<file path="src/rtl/fwd_hazard_unit.sv">
// Operand forwarding select plus load-use / multi-cycle-unit hazard control.
// Drives the decode-side operand muxes and the F/D hold and E bubble-insert controls.
module fwd_hazard_unit #(
    parameter int AW      = 5,
    parameter int NSRC    = 2,
    parameter int LD_LAT  = 1,
    parameter int MUL_LAT = 4,
    parameter int CW      = 16
) (
    input  logic              clk,
    input  logic              rst_n,
    input  logic [NSRC*AW-1:0] iRs_RegD,
    input  logic [NSRC-1:0]   iRsUse_RegD,
    input  logic [AW-1:0]     iwsel_RegD,
    input  logic              iMulIssue_RegD,
    input  logic              iRegWrite_RegE,
    input  logic              iMemRead_RegE,
    input  logic [AW-1:0]     iwsel_RegE,
    input  logic              iRegWrite_RegM,
    input  logic [AW-1:0]     iwsel_RegM,
    input  logic              iPipeHold,
    output logic [2*NSRC-1:0] oFU_Sel,
    output logic              oStall_D,
    output logic              oBubble_E,
    output logic              oMulBusy,
    output logic              oMulDone,
    output logic [CW-1:0]     oStallCnt
);

    localparam int LCW = 3;
    localparam int MCW = 4;

    typedef enum logic [1:0] {
        IDLE,
        LD_STALL,
        MUL_WAIT
    } hazState_t;

    hazState_t       state, stateNext;
    logic [LCW-1:0]  ldCnt, ldCntNext;
    logic [MCW-1:0]  mulCnt;
    logic [AW-1:0]   mulDest;

    logic [NSRC-1:0] loadDep, mulDep;
    logic            loadUse, mulHazard, mulAccept;

    assign oMulBusy = (mulCnt != '0);
    assign oMulDone = (mulCnt == MCW'(1));

    // Per-operand compare; register 0 never matches anything.
    for (genvar k = 0; k < NSRC; k++) begin : gSrc
        logic [AW-1:0] rs;
        logic          hitE, hitM, hitMul;
        assign rs      = iRs_RegD[k*AW +: AW];
        assign hitE    = (rs != '0) && iRegWrite_RegE && (rs == iwsel_RegE);
        assign hitM    = (rs != '0) && iRegWrite_RegM && (rs == iwsel_RegM);
        assign hitMul  = (rs != '0) && oMulDone && (rs == mulDest);
        assign loadDep[k] = iRsUse_RegD[k] && (rs != '0) && (rs == iwsel_RegE);
        assign mulDep[k]  = iRsUse_RegD[k] && (rs != '0) && (rs == mulDest);
        assign oFU_Sel[2*k +: 2] = hitE   ? 2'b10 :
                                   hitM   ? 2'b01 :
                                   hitMul ? 2'b11 : 2'b00;
    end

    assign loadUse   = iMemRead_RegE && iRegWrite_RegE && (iwsel_RegE != '0) && (|loadDep);
    assign mulHazard = oMulBusy && !oMulDone && ((|mulDep) || iMulIssue_RegD);
    assign mulAccept = iMulIssue_RegD && !oStall_D && !iPipeHold;
    assign oBubble_E = oStall_D;

    // NOTE: every output of this block gets a default first, so no path leaves a latch.
    always_comb begin
        stateNext = state;
        ldCntNext = ldCnt;
        oStall_D  = 1'b0;
        case (state)
            IDLE: begin
                if (loadUse) begin
                    oStall_D = 1'b1;
                    if (LD_LAT > 1) begin
                        stateNext = LD_STALL;
                        ldCntNext = LCW'(LD_LAT - 1);
                    end
                end else if (mulHazard) begin
                    oStall_D  = 1'b1;
                    stateNext = MUL_WAIT;
                end
            end
            LD_STALL: begin
                oStall_D  = 1'b1;
                ldCntNext = ldCnt - 1'b1;
                if (ldCnt == LCW'(1)) stateNext = IDLE;
            end
            MUL_WAIT: begin
                // Released on the done cycle: the operand takes the MUL bypass.
                if (mulHazard) oStall_D = 1'b1;
                else           stateNext = IDLE;
            end
            default: stateNext = IDLE;
        endcase
    end

    // NOTE: non-blocking assignments so every register samples pre-edge values.
    always_ff @(posedge clk) begin
        if (!rst_n) begin
            state     <= IDLE;
            ldCnt     <= '0;
            mulCnt    <= '0;
            mulDest   <= '0;
            oStallCnt <= '0;
        end else begin
            if (!iPipeHold) begin
                state <= stateNext;
                ldCnt <= ldCntNext;
            end
            // Counter loads one short so the result is valid MUL_LAT-1 cycles after issue.
            if (mulAccept) begin
                mulCnt  <= MCW'(MUL_LAT - 1);
                mulDest <= iwsel_RegD;
            end else if (oMulBusy) begin
                mulCnt <= mulCnt - 1'b1;
            end
            if (oStall_D && !iPipeHold && (oStallCnt != '1))
                oStallCnt <= oStallCnt + 1'b1;
        end
    end

endmodule

</file>
<file path="config.mk">
export PLATFORM = sky130hd
export DESIGN_NAME = fwd_hazard_unit
export DESIGN_NICKNAME = d
export VERILOG_FILES = /design/src/rtl/fwd_hazard_unit.sv
export SDC_FILE = /design/constraint.sdc
export NUM_CORES = 1
export LEC_CHECK = 0
export ABC_CLOCK_PERIOD_IN_PS = 7650
export CAP_MARGIN = 30
export CORE_MARGIN = 2
export CORE_UTILIZATION = 50
export DETAILED_ROUTE_END_ITERATION = 12
export HOLD_SLACK_MARGIN = 0.05
export MAX_ROUTING_LAYER = met4
export PLACE_DENSITY = 0.81
export SYNTH_ARGS = -nofsm -noshare
export SYNTH_HDL_FRONTEND = slang
export SYNTH_SLANG_ARGS = --single-unit
</file>
<file path="constraint.sdc">
create_clock -name clk -period 7.65 [get_ports clk]
set_input_delay 1.53 -clock clk [delete_from_list [all_inputs] [get_ports clk]]
set_output_delay 1.53 -clock clk [all_outputs]
set_load 0.005 [all_outputs]
</file>
### Word level (Yosys, flattened, before mapping)

Cells that the tools add are included.

| storage, ports and cells | value |
|---|---|
| memories kept | 0 |
| output and inout bits | 24 |
| memory bits (read-only) | 0 |
| latch bits | 0 |
| memory bits (writable) | 0 |
| input bits | 34 |
| register bits | 30 |
| word-level logic and storage cells | 84 |

| cells by class | value |
|---|---|
| divide/modulo/power cells | 0 |
| $mul | 0 |
| bitwise gates (word level) | 2 |
| add/sub/neg operators | 3 |
| $lt $le $gt $ge | 0 |
| equal/unequal tests | 15 |
| reduce and logical (&&, ||, !) cells | 42 |
| mux-type cells | 16 |
| shift operators | 0 |

Operator list:

| cell | number |
|---|---|
| $eq A5 B5 Y1 | 6 |
| $logic_and A1 B1 Y1 | 27 |
| $mux W2 | 12 |
| $add A16 B1 Y16 const B | 1 |
| $ne A16 B16 Y1 const B | 1 |
| $reduce_bool A5 Y1 | 3 |
| $ne A2 B2 Y1 const B | 4 |
| $pmux W2 S3 | 1 |
| $reduce_or A2 Y1 | 3 |
| $reduce_and A5 Y1 | 1 |
| $eq A4 B1 Y1 const B | 1 |
| $reduce_bool A4 Y1 | 1 |
| $sub A4 B1 Y4 const B | 1 |
| $eq A3 B1 Y1 const B | 1 |
| $logic_not A1 Y1 | 3 |
| $pmux W1 S3 | 1 |
| $sub A3 B1 Y3 const B | 1 |
| $eq A2 B1 Y1 const B | 1 |
| $eq A2 B2 Y1 const B | 1 |
| $logic_not A2 Y1 | 1 |
| $mux W1 | 2 |
| $not A1 Y1 | 2 |
| $reduce_and A2 Y1 | 1 |
| $reduce_bool A2 Y1 | 1 |
| $logic_or A1 B1 Y1 | 1 |

### Longest topological paths before layout

| logic depth | value |
|---|---|
| word-level depth | 13 |
| gate-level depth with buffers | 8 |
| mapped depth without buffers | 8 |

### Worst setup path before layout

Ideal clock, no wire load.

| timing path | value |
|---|---|
| path type | input to output |
| start point | in iRs_RegD[6] |
| end point | out oStall_D |
| cell stages on the path | 7 |
| path slack | 3.057 ns |
| data required time | 6.120 ns |
| buffers on the path | 2 |
| data arrival time | 3.063 ns |
| path through | or4_4 > o21ai_2 > and4b_4 > o311ai_4 > buf_6 > nand2_1 > buf_4 |

| on the way | value |
|---|---|
| cells in the longest elaborated chain, start to end | 9 |
| elaborated cells on any way between the ends | 14 |
| those cells by class | eq/ne (2); mux (3); reduce/logical (9) |

Ends and longest elaborated chain:

| what | RTL line | text |
|---|---|---|
| start, declared | 12 | `input logic [NSRC*AW-1:0] iRs_RegD,` |
| $reduce_bool A5 Y1 | 58, 59 |  |
| $logic_and A1 B1 Y1 | 58, 59 |  |
| $logic_and A1 B1 Y1 | 59 | `assign mulDep[k] = iRsUse_RegD[k] && (rs != '0) && (rs == mulDest);` |
| $reduce_or A2 Y1 | 66 | `assign mulHazard = oMulBusy && !oMulDone && ((\|mulDep) \|\| iMulIssue_RegD);` |
| $logic_or A1 B1 Y1 | 66 |  |
| $logic_and A1 B1 Y1 | 66 |  |
| $mux W1 | 83, 95 |  |
| $mux W1 | 77 | `if (loadUse) begin` |
| $pmux W1 S3 * | 75 | `case (state)` |
| end, declared | 23 | `output logic oStall_D,` |

Every way passes the cells marked *; elsewhere a longest branch is shown, timed or not.

### Worst setup path after layout

| timing path | value |
|---|---|
| start point | in iRs_RegD[1] |
| end point | out oStall_D |

The elaborated chain is that of the path after synthesis.

==> results <==
- Among all stages on the critical path, the largest delay is contributed by sky130_fd_sc_hd__or4_1.
- Timing analysis after detailed placement gives a worst setup slack of 1.885 ns.
- Grouping stages by cell kind, the critical path spends the most delay in buffers and inverters.
- Counting every instance in the synthesized netlist gives 242.
- The number of nets with antenna violations after routing is 0.
- The reported max-cap violation count is 0.
- Across the routed clock network, the largest skew measured is 0.007611 ns.
- The number of buffers created by CTS is 3.
- The worst-case reg-to-reg path depth is 6.
- The endpoint identified for the worst register-to-register timing path is oStallCnt[15]$_SDFFE_PN0P_.
- The worst setup path is launched from an input port.
- Setup violations remaining at the end of the flow were counted as 0.
- The actual slew at the worst max-slew pin is 0.6378 ns.
- The maximum level of the CTS H-tree is 1.
- For this run, the slowest stage of the critical path takes 0.62 ns.
- In the global route stage, overall resource usage came out at 22.87%.
- The via count of the first global-routing pass came to 1738.
- For this design the static power due to leakage is 0.9285 nW.
- Once placement completed, the tool counted placed cells totaling 341.
- The total standard cell area after synthesis is 0.002008 mm^2.
- Entering global routing, the biggest net connects 41 pins.
- The worst hold path cell count is 2.
- The first TritonRoute pass finished after 4 iterations.
- The worst setup path is captured at a primary output.
- Counting flops and latches in the post-synthesis netlist gives 26.
- The critical path is of the in -> out type.
- The critical path contains buffers and inverters numbering 2 combined.
- The cell at the root of the clock tree is sky130_fd_sc_hd__clkbuf_8.
- The port buffer count is 57.
- Data on the critical path is required at its endpoint by 6.12 ns.
- The ratio of cells with drive above 1 in the final layout is 6.441%.
- Once detailed placement completed, the half-perimeter wirelength came to 3855 um.
- In this run the vertical extent of the chip is 67.38 um.
- The sink count of the clock tree is 26.
- Static timing analysis puts the maximum clock frequency at 0.1724 GHz.
- The overflow left after global routing is 0.
- The initial utilization of the core area, before any placement, comes to 50.94%.
- From synthesis to final layout, the design area changed by 32.65%.
- Setup repair after global routing left no endpoint under its margin.
- The share of total power in the clock network is 23.7%.
- The first global-routing pass estimated 7755 um of wire.
- The final non-filler cell total is 345.
- The number of max-slew violations in the final report is 0.
- The initial antenna violation count is 0.
- The number of top-level design ports is 58.
- The routed wire length is 4937 um.
- In this run the deepest clock path goes through 2 buffers.
- Among the stages of the critical path, the cell type that occurs most often is sky130_fd_sc_hd__clkdlybuf4s50_1.
- The placer congestion estimate is 0.8992.
- The switching power is 0.1637 mW.
- The count of unique library cells instantiated by Yosys is 42.
- The reg-to-reg critical path startpoint is mulDest[2]$_SDFFE_PN0P_.
- The floorplan step defined a die boundary enclosing 0.004539 mm^2.
- The die is 67.38 um wide.
- The number of buffers added to fix hold violations after cts is 0.
- After synthesis, the cell types taking the most area are sky130_fd_sc_hd__dfxtp_1 26%, sky130_fd_sc_hd__xnor2_1 10%, sky130_fd_sc_hd__mux2i_1 9.0%, sky130_fd_sc_hd__nand2_1 7.5%, sky130_fd_sc_hd__nand2b_1 4.0%.
- The ratio of final minimum period to clock period is 75.84%.
- The number of gates resized after CTS was 0.
- The share of power burned in registers is 33.9%.
- The portion of the post-synthesis area used by sequential elements is 25.92%.
- The biggest area contributor in the post-synthesis netlist is sky130_fd_sc_hd__dfxtp_1.
- The switching power as a share of total power is 33.52%.
- In this run the post-CTS setup repair buffer count came out at 0.
- The maximum net fanout on the critical path is 13.
- The signal on the critical path passes through clkdlybuf4s50_1 -> or4_1 -> o21ai_1 -> nor3_2 -> o311ai_4 -> nand2_1 -> clkdlybuf4s50_1.
- The share of synthesized registers carrying an async set or reset is 0%.
- At the end of the flow, the number of nets in the layout was 334.
- The worst path meets setup with 1.848 ns of slack.
- TritonCTS built the clock tree.
- 0 antenna diodes ended up in the layout.
- The total number of placement rows is 23.
- In this run the mean area of a mapped cell was 8.298 um^2.
- The most frequently used flop master after synthesis is sky130_fd_sc_hd__dfxtp_1.
- The startpoint of the most critical hold path is oStallCnt[11]$_SDFFE_PN0P_.
- The starting DRC count in detailed routing is 118.
- The worst pin sits at a relative slew slack of 57.38%.
- Cell internal power was estimated by the tool at 0.3246 mW.
- The worst-case IR drop observed on VDD is 116.5 uV.
- The total nets after synthesis is 280.
- Adding up every negative setup slack in the final design gives 0 ns.
- The run finished with clean final reports.
- In this run the power density over the cells is 183.3 mW/mm^2.
- The detailed-route vias per instance is 5.438.
- The part of the total power dissipated in combinational logic is 42.4%.
- During synthesis, Yosys emitted a total of 0 warnings.
- In the routed design, unresolved DRC markers number 0.
- Final hold analysis gives a worst-case slack of 0.4833 ns.
- For the worst-skew pair, the clock arrives at the later sink with an insertion delay of 0.28 ns.
- The worst setup slack for register-to-register paths is 5.38 ns.
- The path class of the tightest hold or removal check is reg -> reg.
- The final critical path time including I/O delays and setup is 5.802 ns.
- The number of inserted filler cells in the final layout is 341.
- The core region is 0.003943 mm^2.
- The final hold violation count was 0.
- Dividing the detail-routed wire length by the instance count gives 14.31 um.
- The critical path data arrival time is 4.27 ns.
- The hold-critical path endpoint is oStallCnt[11]$_SDFFE_PN0P_.
- Counting flops with a built-in enable in the synthesized netlist gives 0.
- The clock-pin slew reported for the worst setup and hold paths after clock tree synthesis is 0.09 ns.
- The count of vias placed by the detailed router is 1876.
- The fraction of synthesized cell area taken by the top area cell type is 25.92%.
-- cell usage in the layout, fill, tap and decap left out, drive strengths merged --
cell           synthesis  layout
a2111oi                6       6
a211oi                 7       7
a21bo                  1       1
a21boi                 1       1
a21o                   3       3
a21oi                 10      10
and2                   1       1
and3                   3       3
and4                   1       1
and4b                  1       1
buf                    4       1
bufinv                 0       1
clkbuf                 5       3
clkdlybuf4s50          0      57
dfxtp                 26      26
ha                     4       4
inv                   11      11
mux2i                 18      18
nand2                 40      40
nand2b                13      13
nand3                 12      12
nand4                  4       4
nand4b                 1       1
nor2                  10      10
nor2b                  1       1
nor3                   4       4
nor4                   2       2
o2111ai                1       1
o21ai                  6       6
o21bai                 1       1
o22a                   1       1
o311a                  1       1
o311ai                 2       2
or2                    1       1
or3                    1       1
or4                    7       7
xnor2                 23      23
xor2                   9       9
-- cell usage after synthesis (2+ instances only) --
| master | n |
|---|---|
| sky130_fd_sc_hd__a2111oi_0 | 3 |
| sky130_fd_sc_hd__a2111oi_2 | 3 |
| sky130_fd_sc_hd__a211oi_1 | 7 |
| sky130_fd_sc_hd__a21o_1 | 3 |
| sky130_fd_sc_hd__a21oi_1 | 10 |
| sky130_fd_sc_hd__and3_1 | 3 |
| sky130_fd_sc_hd__buf_4 | 2 |
| sky130_fd_sc_hd__buf_6 | 2 |
| sky130_fd_sc_hd__clkbuf_1 | 5 |
| sky130_fd_sc_hd__dfxtp_1 | 26 |
| sky130_fd_sc_hd__ha_1 | 4 |
| sky130_fd_sc_hd__inv_1 | 11 |
| sky130_fd_sc_hd__mux2i_1 | 18 |
| sky130_fd_sc_hd__nand2_1 | 40 |
| sky130_fd_sc_hd__nand2b_1 | 13 |
| sky130_fd_sc_hd__nand3_1 | 12 |
| sky130_fd_sc_hd__nand4_1 | 4 |
| sky130_fd_sc_hd__nor2_1 | 10 |
| sky130_fd_sc_hd__nor3_1 | 3 |
| sky130_fd_sc_hd__nor4_1 | 2 |
| sky130_fd_sc_hd__o21ai_0 | 3 |
| sky130_fd_sc_hd__o21ai_1 | 2 |
| sky130_fd_sc_hd__o311ai_4 | 2 |
| sky130_fd_sc_hd__or4_1 | 5 |
| sky130_fd_sc_hd__or4_4 | 2 |
| sky130_fd_sc_hd__xnor2_1 | 23 |
| sky130_fd_sc_hd__xor2_1 | 9 |
-- power by group through the flow --
| stage | clock (mW) | sequential, mW | combinational (mW) |
|---|---|---|---|
| global route | 0.122 | 0.168 | 0.228 |
| detailed placement | 0 | 0.169 | 0.207 |
| CTS | 0.118 | 0.166 | 0.209 |
| floorplan | 0 | 0.166 | 0.141 |
| finish | 0.116 | 0.166 | 0.207 |
| global placement | 0 | 0.169 | 0.203 |
-- per-layer routing --
layer  global-route usage, %  up-vias  share of wire [%]
met5                       -        -                  0
li1                        -      962                  -
met2                   41.96       50                 49
met1                   25.82      857                 43
met3                   4.333        7                6.8
met4                   4.592        0               0.87
-- worst max path at each step --
stage               slack (ns)        end         from  cells past startpoint
floorplan                 3.06   oStall_D  iRs_RegD[6]                      7
detailed placement        1.89   oStall_D  iRs_RegD[1]                      7
global placement          1.95  oBubble_E  iRs_RegD[1]                      7
global route              1.69   oStall_D  iRs_RegD[1]                      7
CTS                       1.87   oStall_D  iRs_RegD[1]                      7
finish                    1.85   oStall_D  iRs_RegD[1]                      7
-- area by class of cell --
class / count / area [um^2] / share of cell area [%]
multi-input cells: 196 / 1390 / 52.18
clock buffers: 3 / 41.29 / 1.550
well taps: 50 / 62.56 / 2.349
inverters: 11 / 41.29 / 1.550
clock inverters: 1 / 30.03 / 1.127
flip-flops and latches: 26 / 520.5 / 19.54
repair buffers: 58 / 578.1 / 21.70
-- flip-flops by register name, summed over array words and instances (netlist names) --
name       cells
mulDest        5
oStallCnt     16
state          1
mulCnt         4
-- per-stage QoR --
step	total power, mW	util (%)	cell area [um^2]
after floorplan	0.3069	-	2008
after global placement	0.3712	65.76	2592
after detailed placement	0.3754	65.76	2592
after CTS	0.4924	67.57	2664
after global routing	0.5190	67.57	2664
final	0.4883	67.57	2664
-- worst reg2reg max path: cells and delay by family (launching register included) --
kind | cells | cell delay [ns]
AOI/OAI and AO/OA | 2 | 0.88
xor gates and xnor gates | 1 | 0.14
DFF | 1 | 0.42
muxes | 1 | 0.23
and+or+nand+nor | 2 | 0.53
-- logic make-up after synthesis --
group | count (synthesis) | share of synthesized area, %
flops | 26 | 25.92
fa+ha+maj | 4 | 2.492
compound gates | 40 | 16.70
buf+inv | 20 | 4.860
simple gates | 102 | 27.10
mux | 18 | 8.972
xor+xnor | 32 | 13.96
No activity file was read; power rests on OpenSTA's default activity.
